===== src/rtl/in_sa_row_skew_feeder.sv =====
`default_nettype none
// ============================================================================
// Module   : in_sa_row_skew_feeder
// Purpose  : Row-side systolic-array feeder. A vector FIFO is popped once per
//            array-advance cycle into per-row diagonal skew chains.
// Revision : 1.0 - initial release
// ============================================================================
module in_sa_row_skew_feeder #(
    parameter int ROW     = 8,
    parameter int W_DATA  = 8,
    parameter int DEPTH   = 4,
    parameter int SKEW_EN = 1
) (
    input  logic                         i_clk,
    input  logic                         i_rst,
    input  logic [W_DATA*ROW-1:0]        i_data,
    input  logic [ROW-1:0]               i_data_valid,
    input  logic                         i_vec_valid,
    output logic                         o_vec_ready,
    input  logic                         i_sa_en,
    output logic [(W_DATA+1)*ROW-1:0]    o_data,
    output logic [$clog2(DEPTH):0]       o_level,
    output logic                         o_idle
);

    localparam int               c_aw   = $clog2(DEPTH);
    localparam int               c_fw   = W_DATA + 1;
    localparam int               c_vw   = c_fw * ROW;
    localparam logic [c_aw:0]    c_full = (c_aw+1)'(DEPTH);

    logic [c_vw-1:0]   r_mem [0:DEPTH-1];
    logic [c_aw-1:0]   r_wr_ptr;
    logic [c_aw-1:0]   r_rd_ptr;
    logic [c_aw:0]     r_level;

    logic              w_push;
    logic              w_pop;
    logic [c_vw-1:0]   w_wr_vec;
    logic [c_vw-1:0]   w_rd_vec;
    logic [ROW-1:0]    w_row_busy;

    assign o_vec_ready = (r_level != c_full);
    assign w_push      = i_vec_valid && o_vec_ready;
    assign w_pop       = i_sa_en && (r_level != '0);
    assign w_rd_vec    = r_mem[r_rd_ptr];
    assign o_level     = r_level;
    assign o_idle      = (r_level == '0) && !(|w_row_busy);

    // Entries are stored already in output-field layout with masked data zeroed.
    always_comb begin
        w_wr_vec = '0;
        for (int i = 0; i < ROW; i++) begin
            w_wr_vec[c_fw*(ROW-i)-1 -: c_fw] =
                {i_data_valid[i],
                 i_data_valid[i] ? i_data[W_DATA*(ROW-i)-1 -: W_DATA] : {W_DATA{1'b0}}};
        end
    end

    always_ff @(posedge i_clk) begin
        if (w_push) begin
            r_mem[r_wr_ptr] <= w_wr_vec;
        end
    end

    always_ff @(posedge i_clk) begin
        if (i_rst) begin
            r_wr_ptr <= '0;
            r_rd_ptr <= '0;
            r_level  <= '0;
        end else begin
            if (w_push) begin
                r_wr_ptr <= r_wr_ptr + 1'b1;
            end
            if (w_pop) begin
                r_rd_ptr <= r_rd_ptr + 1'b1;
            end
            unique case ({w_push, w_pop})
                2'b10:   r_level <= r_level + 1'b1;
                2'b01:   r_level <= r_level - 1'b1;
                default: r_level <= r_level;
            endcase
        end
    end

    generate
        for (genvar r = 0; r < ROW; r++) begin : g_row
            localparam int c_nst = (SKEW_EN != 0) ? r + 1 : 1;

            logic [c_fw-1:0] r_stage [0:c_nst-1];
            logic [c_fw-1:0] w_head;
            logic            w_busy;

            // An empty FIFO on an advance cycle feeds a bubble into the chain.
            assign w_head = w_pop ? w_rd_vec[c_fw*(ROW-r)-1 -: c_fw] : '0;

            always_ff @(posedge i_clk) begin
                if (i_rst) begin
                    for (int k = 0; k < c_nst; k++) begin
                        r_stage[k] <= '0;
                    end
                end else if (i_sa_en) begin
                    r_stage[0] <= w_head;
                    for (int k = 1; k < c_nst; k++) begin
                        r_stage[k] <= r_stage[k-1];
                    end
                end
            end

            always_comb begin
                w_busy = 1'b0;
                for (int k = 0; k < c_nst; k++) begin
                    w_busy = w_busy | r_stage[k][W_DATA];
                end
            end

            assign w_row_busy[r]                    = w_busy;
            assign o_data[c_fw*(ROW-r)-1 -: c_fw]   = r_stage[c_nst-1];
        end
    endgenerate

endmodule
`default_nettype wire


===== config.mk =====
export PLATFORM = sky130hd
export DESIGN_NAME = in_sa_row_skew_feeder
export DESIGN_NICKNAME = d
export VERILOG_FILES = /design/src/rtl/in_sa_row_skew_feeder.sv
export SDC_FILE = /design/constraint.sdc
export NUM_CORES = 1
export LEC_CHECK = 0
export ABC_AREA = 1
export BUFFER_PORTS_ARGS = -buffer_cell sky130_fd_sc_hd__buf_2
export CORE_AREA = 4 4 409 249
export CTS_BUF_LIST = sky130_fd_sc_hd__clkbuf_4
export DETAILED_ROUTE_END_ITERATION = 16
export DIE_AREA = 0 0 413 253
export SYNTH_ARGS = -nofsm -noshare
export SYNTH_HDL_FRONTEND = slang
export SYNTH_SLANG_ARGS = --single-unit

===== constraint.sdc =====
create_clock -name i_clk -period 10.8 [get_ports i_clk]
set_clock_uncertainty 0.2 [all_clocks]
set_input_delay 0.54 -clock i_clk [delete_from_list [all_inputs] [get_ports i_clk]]
set_output_delay 0.54 -clock i_clk [all_outputs]
set_load 0.01 [all_outputs]

# After elaboration in Yosys (flattened, before gate mapping)
# Memories as Yosys holds them, arrays and structs flattened. A register that Yosys moved wholly into a read port is not among the register bits.
# Index checks and enable logic that the tools add are counted.
# W data, S select, Z words.
[classes]
add_sub_neg = 4
n_mul = 0
div = 0
n_lt_le_gt_ge = 0
eq_ne = 3
shift = 0
muxes = 63
bitwise = 63
n_reduce_logical = 9
[ops]
columns = ["cell", "count"]
rows = [
  ["$mux W9", 44],
  ["$mux W8", 8],
  ["$or A1 B1 Y1", 63],
  ["$reduce_or A9 Y1", 1],
  ["$mux W1", 8],
  ["$reduce_or A8 Y1", 1],
  ["$pmux W3 S2", 1],
  ["$add A2 B1 Y2 const B", 2],
  ["$mux W2", 2],
  ["$add A3 B1 Y3 const B", 1],
  ["$logic_and A1 B1 Y1", 3],
  ["$logic_not A3 Y1", 1],
  ["$ne A3 B3 Y1 const B", 1],
  ["$reduce_bool A3 Y1", 1],
  ["$sub A3 B1 Y3 const B", 1],
  ["$eq A2 B1 Y1 const B", 1],
  ["$eq A2 B2 Y1 const B", 1],
  ["$reduce_bool A2 Y1", 1],
  ["$logic_not A1 Y1", 1],
]
[word_totals]
register_bits = 7
latchBits = 0
ramBits = 612
rom_bits = 0
output_inout_bits = 77
mem_count = 9
[memory_table]
columns = ["memory", "words", "width", "rd", "rd_ports_with_merged_regs", "write_ports", "line", "rtl"]
rows = [
  ["r_mem", 4, 72, 1, 1, 1, "31", "logic [c_vw-1:0] r_mem [0:DEPTH-1];"],
  ["g_row[7].r_stage", 8, 9, 8, 0, 8, "89", "logic [c_fw-1:0] r_stage [0:c_nst-1];"],
  ["g_row[6].r_stage", 7, 9, 7, 0, 7, "89", ""],
  ["g_row[5].r_stage", 6, 9, 6, 0, 6, "89", ""],
  ["g_row[4].r_stage", 5, 9, 5, 0, 5, "89", ""],
  ["g_row[3].r_stage", 4, 9, 4, 0, 4, "89", ""],
  ["+3 memories", "-", "-", "-", "-", "-", "-", ""],
]

# Depth between registers and ports, before layout
# Gate-level depths: netlist (run 1).
[logic_depth]
depth_word = 10
ltp_mapped = 13
ltp_nobuf = 13

# Worst setup path after synthesis (run 1)
# OpenSTA, ideal clock, no wires.
[synth_path]
path_kind = "input-to-reg"
start = "in i_rst"
end = "mem g_row[0].r_stage[0][0] (netlist bit), enable pin"
arrival_time_ns = 5.874
required_ns = 8.180
path_slack_ns = 2.307
stages = 2
path_cell_list = "inv_1 -> nand2_1"
[synth_between]
elab_chain_cells = 4
[synth_rtl]
columns = ["element", "line", "rtl"]
rows = [
  ["from (decl)", "15", "input logic i_rst,"],
  ["$mux W1", "97", "if (i_rst) begin"],
  ["$mux W1 (implied by the code)", "102", "r_stage[0] <= w_head;"],
  ["$reduce_or A9 Y1 (no source line)", "-", ""],
  ["$mux W1 (no source line) *", "-", ""],
  ["to (decl)", "89", ""],
]
# Every way passes the cells marked *; elsewhere a longest branch is shown, timed or not.

==> results of run 1 <==
## power by group
part | switching (W) | total [W] | internal, W
Sequential | 0.0000795 | 0.00297 | 0.00289
Combinational | 0.000508 | 0.000710 | 0.000202
Clock | 0.000925 | 0.00209 | 0.00117
## sequential cells by signal, indices dropped and copies added (netlist names), named ones only
signal / cells
g_row.r_stage: 324
o_level: 3
r_mem: 288
r_rd_ptr: 2
r_wr_ptr: 2
## per-layer routing
layer / wire length [um] / vias to the layer above / track usage [%]
met5: 13 / - / 0
met1: 25500 / 6659 / 13.75
met4: 1082 / 2 / 3.929
met3: 2941 / 93 / 3.240
li1: - / 7116 / -
met2: 23810 / 327 / 15.75
## layout by cell type (no fill, tap or decap), types with 2 or more instances in the layout
| cell | synthesis | final |
|---|---|---|
| a21oi_1 | 79 | 79 |
| buf_2 | 43 | 152 |
| buf_4 | 46 | 15 |
| bufinv_16 | 0 | 6 |
| clkbuf_4 | 0 | 244 |
| clkinv_1 | 0 | 19 |
| clkinv_2 | 0 | 4 |
| clkinv_4 | 0 | 3 |
| dfxtp_1 | 9 | 7 |
| dfxtp_4 | 0 | 2 |
| diode_2 | 0 | 7 |
| dlygate4sd3_1 | 0 | 88 |
| edfxtp_1 | 612 | 612 |
| ha_1 | 5 | 5 |
| inv_1 | 332 | 332 |
| inv_2 | 3 | 4 |
| nand2_1 | 86 | 85 |
| nand2_4 | 0 | 2 |
| nand3_1 | 9 | 9 |
| nor2_1 | 567 | 563 |
| nor2_4 | 0 | 4 |
| o21ai_0 | 86 | 86 |
| o21ai_1 | 60 | 60 |
| or2_2 | 3 | 3 |
## cell families after synthesis
kind of cell    Yosys count  share of synthesized area, %
compound gates          225                         4.620
fa+ha+maj                 6                        0.3388
buf+inv                 470                         8.541
flops                   621                         76.13
simple gates            667                         10.37
## path summary, 6_finish.rpt
path                                  to         from  slack (ps)  cells past startpoint
setup / recovery  g_row[2].r_stage[0][3]        i_rst        6730                      6
hold / removal              r_mem[0][19]   i_data[17]         270                      4
setup reg to reg             r_mem[1][4]   o_level[0]        7610                      5
hold reg to reg              r_rd_ptr[1]  r_rd_ptr[1]         300                      2
## timing repair
| action | 4_1_cts | 5_1_grt |
|---|---|---|
| endpoints found under the hold margin | 323 | 0 |
| hold buffers | 88 | 0 |
| resized for setup | 0 | 0 |
| buffers inserted | 0 | 0 |
## critical path, stage by stage
cell and delay [ps]:
dlygate4sd3_1 540, buf_2 540, inv_1 260, nand2_4 660, buf_4 810, buf_4 850
## through the flow
stage	worst slack [ps]	power, W	area [um^2]
final	6731	0.005773	29180
after global placement	6395	0.003713	26140
after global routing	6490	0.006119	29180
after CTS	6775	0.005882	29160
after detailed placement	6306	0.003724	26140
after floorplan	2307	0.003524	24380
## cell type report
class                      instances  area, um^2
tap                             1319        1650
multi-input combinational        898        3779
inverter                         336        1272
fill                           10084       68810
antenna                            7       17.52
clock buffer                     244        1832
clock inverter                    35       311.5
sequential                       621       18570
timing repair buffer             255        1754
==> flow_summary.yaml, run 1 <==
sta:
  worst_slew_pin_slew_ps: 1038
  fin_setup_tns_ps: 0
  rsz0062_at_grt: "no"
  holdWs_ps: 266.0
  maxSlewHeadroom_pct: 30.77
  report.final.slew_viol_count: 0
  period_share_pct: 37.68
  fin_crit_ps: 4069
  max_freq_ghz: 0.2458
  hold_viol_final: 0
  setup_viol: 0
clocking:
  cts_max_path_buffers: 3
  clk_pin_slew_ps: 60
  cts_tree: "built"
  cts.sinks: 621
  numCtsBuffers: 166
  h-tree-depth: 4
  clk_latency_ps: 960
  root_buffer: "clkbuf_4"
critical_path:
  setup.worst_path.start_class: "primary input"
  crit_arrival_ps: 4410
  crit_required_ps: 11140
  crit_path_end_kind: "flip-flop"
  critical_path.max_fanout: 70
  crit_type: "primary input to flip-flop"
grt:
  grt_pass1_vias: 14444
  grt_pass1_wl_um: 82370
  track_usage_pct: 10.32
  grt_overflow: 0
  antenna_found_initial: 6
  grt_max_degree: 130
synth:
  syn_inst: 1989
  synth.avg_cell_area_um2: 12.26
  synthTopCellsByArea: "edfxtp_1 75%, nor2_1 8.7%, inv_1 5.1%, o21ai_0 1.8%, a21oi_1 1.6%"
  yosysWarningCount: 0
  synth_seq_cells: 621
  yosysTopAreaCell: "edfxtp_1"
  synth_edf_count: 612
  synth_common_cells: "612 x edfxtp_1, 567 x nor2_1, 332 x inv_1"
  async_reset_ff_share_pct: 0
  yosysSeqAreaShare_pct: 76.13
  ys.flop_type: "edfxtp_1"
  synth_top_area_share_pct: 75.39
  synth_nets: 2071
  ys_types: 22
  syn_area_mm2: 0.02438
  yosysMostFrequentCell: "edfxtp_1"
place:
  dp_cells: 3341
  dp_hpwl_um: 30390
  gp_congestion: 0.7132
  portBuffers: 152
finish:
  nets: 2360
  fin_util_pct: 29.78
  fin_cells: 3715
  drive_above_1_share_pct: 18.54
  syn2layout_area_growth_pct: 19.72
route:
  ant_nets: 0
  totalWireLength_um: 53340
  dr.pass1.iters: 5
  vias: 14197
  wl_per_cell_um: 14.36
  drc_errors: 0
  viasPerCell: 3.822
  drt_first_iter_violations: 1045
power:
  p_leak_nw: 11.48
  p_per_area_mw_per_mm2: 197.8
  max-vdd-ir-drop_uv: 72.34
floorplanning:
  die_h_um: 253
  fp-row-count: 89
  num_io_pins: 153
  die-area_mm2: 0.1045
  coreArea_mm2: 0.09799
  initial_core_util_pct: 24.87
  die_w_um: 413
status:
  status: "finished, final reports clean"
flow_run:
  maxCapViolations: 0
min_path:
  hp-class: "primary input to flip-flop"
Note: power is estimated with default switching activity, not from simulation.
==> run 2: changes to the inputs <==
==> constraint.sdc (replaced) <==
create_clock -name i_clk -period 3.98 [get_ports i_clk]
set_clock_uncertainty 0.2 [all_clocks]
set_input_delay 0.199 -clock i_clk [delete_from_list [all_inputs] [get_ports i_clk]]
set_output_delay 0.199 -clock i_clk [all_outputs]
set_load 0.01 [all_outputs]
==> run 2 against run 1 <==
Register-to-register slack got worse by 6300 ps. Utilization grew 0.80 points. Worst setup slack worse by 5600 ps. Via count up 2.6%. Combinational power increased to 2.9 times the previous value. Worst hold slack worse by 150 ps. Critical path type is now flip-flop to output port. Critical endpoint is now o_idle. Largest power group unchanged. Highest routed layer is now met4.
==> flow_summary.yaml, run 2 (same netlist as run 1, synthesis figures left out) <==
critical_path:
  critical_path.max_fanout: 5
  crit_required_ps: 3580
  timing.rr.start: "o_level[0]"
  crit_type: "flip-flop to output port"
  reg2reg_slack_ps: 1340
  reg2reg_to: "r_mem[3][50]"
  ff2ff_path_depth: 5
  crit_path_end_kind: "output port"
  crit_arrival_ps: 2460
  setup.worst_path.start_class: "flip-flop"
sta:
  rsz0062_at_grt: "no"
  fin_crit_ps: 2858
  max_freq_ghz: 0.3499
  maxSlewHeadroom_pct: 28.69
  fin_setup_tns_ps: 0
  worst_slew_pin_slew_ps: 1070
  period_share_pct: 71.80
  setup_viol: 0
  hold_viol_final: 0
  report.final.slew_viol_count: 0
min_path:
  hp-class: "primary input to flip-flop"
  holdPathEnd: "r_rd_ptr[1]"
  hold_depth: 4
  hold_start: "i_sa_en"
clocking:
  cts_post_setup_buffers_inserted: 0
  cts.sinks: 621
  clk_latency_ps: 950
  root_buffer: "clkbuf_4"
  h-tree-depth: 4
  cts.repair.resized: 0
  clk_pin_slew_ps: 70
  cts_max_path_buffers: 3
  numCtsBuffers: 159
  cts_tree: "built"
floorplanning:
  die_w_um: 413
  coreArea_mm2: 0.09799
  num_io_pins: 153
  initial_core_util_pct: 24.87
  fp-row-count: 89
  die-area_mm2: 0.1045
  die_h_um: 253
flow_run:
  maxCapViolations: 0
route:
  drc_errors: 0
  dr.pass1.iters: 5
  vias: 14563
  totalWireLength_um: 54060
  drt_first_iter_violations: 959
  ant_nets: 0
  viasPerCell: 3.843
  wl_per_cell_um: 14.27
finish:
  largest_reg_flops: 324
  nets: 2444
  drive_above_1_share_pct: 17.53
  top_register: "g_row.r_stage"
  design_area_mm2: 0.02996
  layout_common_cells: "612 x edfxtp_1, 563 x nor2_1, 332 x inv_1, 218 x clkbuf_4, 168 x dlygate4sd3_1"
  fin_cells: 3789
  mostFrequentLayoutCell: "edfxtp_1"
  fillers: 9995
  syn2layout_area_growth_pct: 22.92
  fin_util_pct: 30.58
grt:
  grt_pass1_wl_um: 83610
  track_usage_pct: 10.37
  grt_pass1_vias: 14836
  antenna_found_initial: 6
  grt_overflow: 0
  grt_max_degree: 145
place:
  gp_congestion: 0.7244
  dp_cells: 3352
  portBuffers: 152
  dp_hpwl_um: 30580
  place_area_mm2: 0.02636
status:
  status: "finished, final reports clean"
power:
  max-vdd-ir-drop_uv: 305.6
  p_leak_nw: 11.77
  p_per_area_mw_per_mm2: 511.3
==> run 2: cell count changes in the layout (fill, tap and decap cells not counted), sizes merged <==
cell | previous run | this run
inv | 338 | 342
buf | 167 | 178
clkinvlp | 1 | 3
clkbuf | 244 | 218
diode | 7 | 6
dlygate4sd3 | 88 | 168
bufinv | 6 | 2
clkinv | 26 | 34
==> run 2: worst max-delay path by stage <==
stage / start / to / cells after the start
final: o_level[0] / o_idle / 6
after global placement: o_level[0] / r_mem[3][46] / 5
after detailed placement: o_level[0] / r_mem[3][46] / 5
after global routing: o_level[0] / o_idle / 6
after CTS: g_row[0].r_stage[0][8] / o_idle / 6
after floorplan: o_level[0] / r_mem[0][0] / 4
==> run 2: area by class of cell <==
| cell class | instances | area, um^2 | share of cell area, % |
|---|---|---|---|
| clock buffer | 218 | 1637 | 5.462 |
| multi-input combinational | 898 | 3787 | 12.64 |
| sequential | 621 | 18570 | 61.96 |
| timing repair buffer | 346 | 2763 | 9.220 |
| clock inverter | 45 | 274.0 | 0.9145 |
| inverter | 336 | 1272 | 4.247 |
| antenna | 6 | 15.01 | 0.05011 |
| tap | 1319 | 1650 | 5.508 |
==> run 2: metrics by stage <==
step	hold WS (ps)	setup slack [ps]	total power (W)
floorplan	97.87	-591.9	0.009522
global placement	293.4	1403	0.01011
detailed placement	302.9	1328	0.01015
CTS	4.450	888.7	0.01559
global route	57.82	898.3	0.01623
finish	119.9	1122	0.01532
==> run 2: layer usage <==
metal	vias to the layer above	global-route usage, %	share of wire (%)
met4	0	3.657	1.7
met5	-	0	0
met1	6885	13.81	48
li1	7284	-	-
met2	319	16.30	46
met3	75	2.843	5.1
==> run 2: worst max-delay path: stages, from the launching register on <==
cell and delay [ps]:
dfxtp_1 310, inv_1 150, nand3_1 240, nor2_1 280
nand3_1 140, nor2_1 220, buf_2 170
==> run 2: timing repair <==
action / 4_1_cts / 5_1_grt
endpoints found under the hold margin: 436 / 0
hold buffers: 168 / 0
endpoints found under the setup margin: 0 / 0
==> run 2: where the power goes <==
part,internal (W),switching [W]
registers,0.00783,0.000167
clock network,0.00267,0.00256
logic,0.000642,0.00145
==> run 3: changes to the inputs <==
==> constraint.sdc (replaced) <==
create_clock -name i_clk -period 2.4 [get_ports i_clk]
set_clock_uncertainty 0.2 [all_clocks]
set_input_delay 0.12 -clock i_clk [delete_from_list [all_inputs] [get_ports i_clk]]
set_output_delay 0.12 -clock i_clk [all_outputs]
set_load 0.01 [all_outputs]
==> run 3 against run 2 <==
The run now ends with negative setup slack left. Cell count up 0.79%. Combinational power up 79%. First-iteration DRC count down 20%. Worst setup slack worse by 1200 ps. Largest cell class unchanged. Largest power group unchanged. Highest routed layer is now met5.
==> flow_summary.yaml, run 3 (same netlist as run 1, synthesis figures left out) <==
status:
  status: "finished with violations"
  failed_checks: "negative setup slack"
clocking:
  cts_max_path_buffers: 3
  clk_latency_ps: 950
  clk_pin_slew_ps: 70
  cts_tree: "built"
  root_buffer: "clkbuf_4"
  cts_post_setup_buffers_inserted: 0
  numCtsBuffers: 159
  h-tree-depth: 4
  cts.sinks: 621
floorplanning:
  die_h_um: 253
  fp-row-count: 89
  die-area_mm2: 0.1045
  initial_core_util_pct: 24.87
  coreArea_mm2: 0.09799
  num_io_pins: 153
  die_w_um: 413
sta:
  period_share_pct: 103.2
  setup_viol: 1
  max_freq_ghz: 0.4036
  fin_ws_ps: -77.84
  maxSlewHeadroom_pct: 61.52
  holdWs_ps: 165.0
  worst_slew_pin_slew_ps: 575.8
  rsz0062_at_grt: "yes"
  hold_viol_final: 0
  fin_crit_ps: 2478
  report.final.slew_viol_count: 0
place:
  gp_congestion: 0.7125
  dp_cells: 3378
  dp_hpwl_um: 31460
  portBuffers: 152
  dpl_worst_slack_ps: 372.7
  place_area_mm2: 0.02675
critical_path:
  reg2reg_slack_ps: 390
  crit_required_ps: 2080
  crit_arrival_ps: 2160
  cp_cell_sequence: "nor2_1 > nand2_1 > nor2_1 > nand3_1 > nor2_2 > buf_2"
  cp_slowest_cell: "edfxtp_1"
  crit_top_cell: "nor2_1"
  setup.worst_path.start_class: "flip-flop"
  crit_type: "flip-flop to output port"
  critical_path.max_fanout: 2
  crit_path_max_incr_delay_ps: 500
  crit_path_end_kind: "output port"
finish:
  nets: 2478
  top_register: "g_row.r_stage"
  mostFrequentLayoutCell: "edfxtp_1"
  layout_common_cells: "612 x edfxtp_1, 562 x nor2_1, 329 x inv_1, 226 x clkbuf_4, 176 x dlygate4sd3_1"
  fin_cells: 3819
  design_area_mm2: 0.03050
  largest_reg_flops: 324
  drive_above_1_share_pct: 18.89
  syn2layout_area_growth_pct: 25.11
power:
  max-vdd-ir-drop_uv: 417.4
  p_per_area_mw_per_mm2: 848.8
  p_leak_nw: 12.06
route:
  wl_per_cell_um: 14.20
  vias: 14670
  ant_nets: 0
  totalWireLength_um: 54210
  viasPerCell: 3.841
  drt_first_iter_violations: 765
  dr.pass1.iters: 6
  drc_errors: 0
min_path:
  hp-class: "primary input to flip-flop"
grt:
  grt_max_degree: 79
  grt_overflow: 0
  grt_pass1_vias: 15066
  track_usage_pct: 10.58
  antenna_found_initial: 9
  grt_pass1_wl_um: 85170
flow_run:
  maxCapViolations: 0
run 3: changes by cell type in the layout (fill, tap and decap cells not counted), moves of 2 or more:
cell | before | now
buf_12 | 10 | 24
buf_4 | 16 | 27
bufinv_16 | 2 | 4
clkbuf_4 | 218 | 226
clkinv_1 | 25 | 16
clkinv_2 | 6 | 3
dlygate4sd3_1 | 168 | 176
inv_1 | 332 | 329
inv_2 | 4 | 7
inv_4 | 1 | 3
inv_6 | 4 | 1
nand3_1 | 9 | 7
run 3: critical path, delay by kind of cell, from the launching register on:
family / cells / cell delay (ps)
flops: 1 / 500
buf+inv: 1 / 160
simple gates: 5 / 550
run 3: per-stage QoR:
stage               total power [W]  utilization (%)  setup TNS (ps)
finish                      0.02589            31.12          -77.84
global route                0.02751            31.11          -257.2
CTS                         0.02641            31.11          -283.5
detailed placement          0.01706            27.30               0
global placement            0.01700            27.30               0
floorplan                   0.01579                -               0
run 3: layer usage:
layer / up-vias / global-route usage (%) / routed length (um)
met5: - / 0 / 44
met2: 308 / 16.71 / 24740
met4: 8 / 3.687 / 977
met3: 94 / 3.166 / 2866
li1: 7350 / - / -
met1: 6910 / 13.85 / 25580
run 3: final cells by class:
| cell class | count | area [um^2] |
|---|---|---|
| antenna | 6 | 15.01 |
| timing repair buffer | 380 | 3217 |
| multi-input combinational | 898 | 3815 |
| clock inverter | 33 | 260.3 |
| fill | 9920 | 67500 |
| tap | 1319 | 1650 |
| inverter | 336 | 1276 |
| sequential | 621 | 18570 |
| clock buffer | 226 | 1697 |
run 3: worst paths after layout:
path                            depth (start not counted)                 endpoint              startpoint
worst min-delay path                                    4             r_mem[2][25]         i_data_valid[5]
worst max register to register                          5             r_mem[0][15]              o_level[0]
worst min register to register                          2  g_row[7].r_stage[0][14]  g_row[7].r_stage[0][5]
worst max-delay path                                    6                   o_idle  g_row[0].r_stage[0][8]
run 3: what timing repair did:
item,CTS,global route
pin swaps,4,0
hold endpoints to repair,1213,0
hold buffers,176,0
setup endpoints to repair,1,1
resized for setup,5,0
run 3: power breakdown:
group	switching [W]	internal (W)
logic	0.00245	0.00129
clock network	0.00415	0.00473
registers	0.000272	0.0130
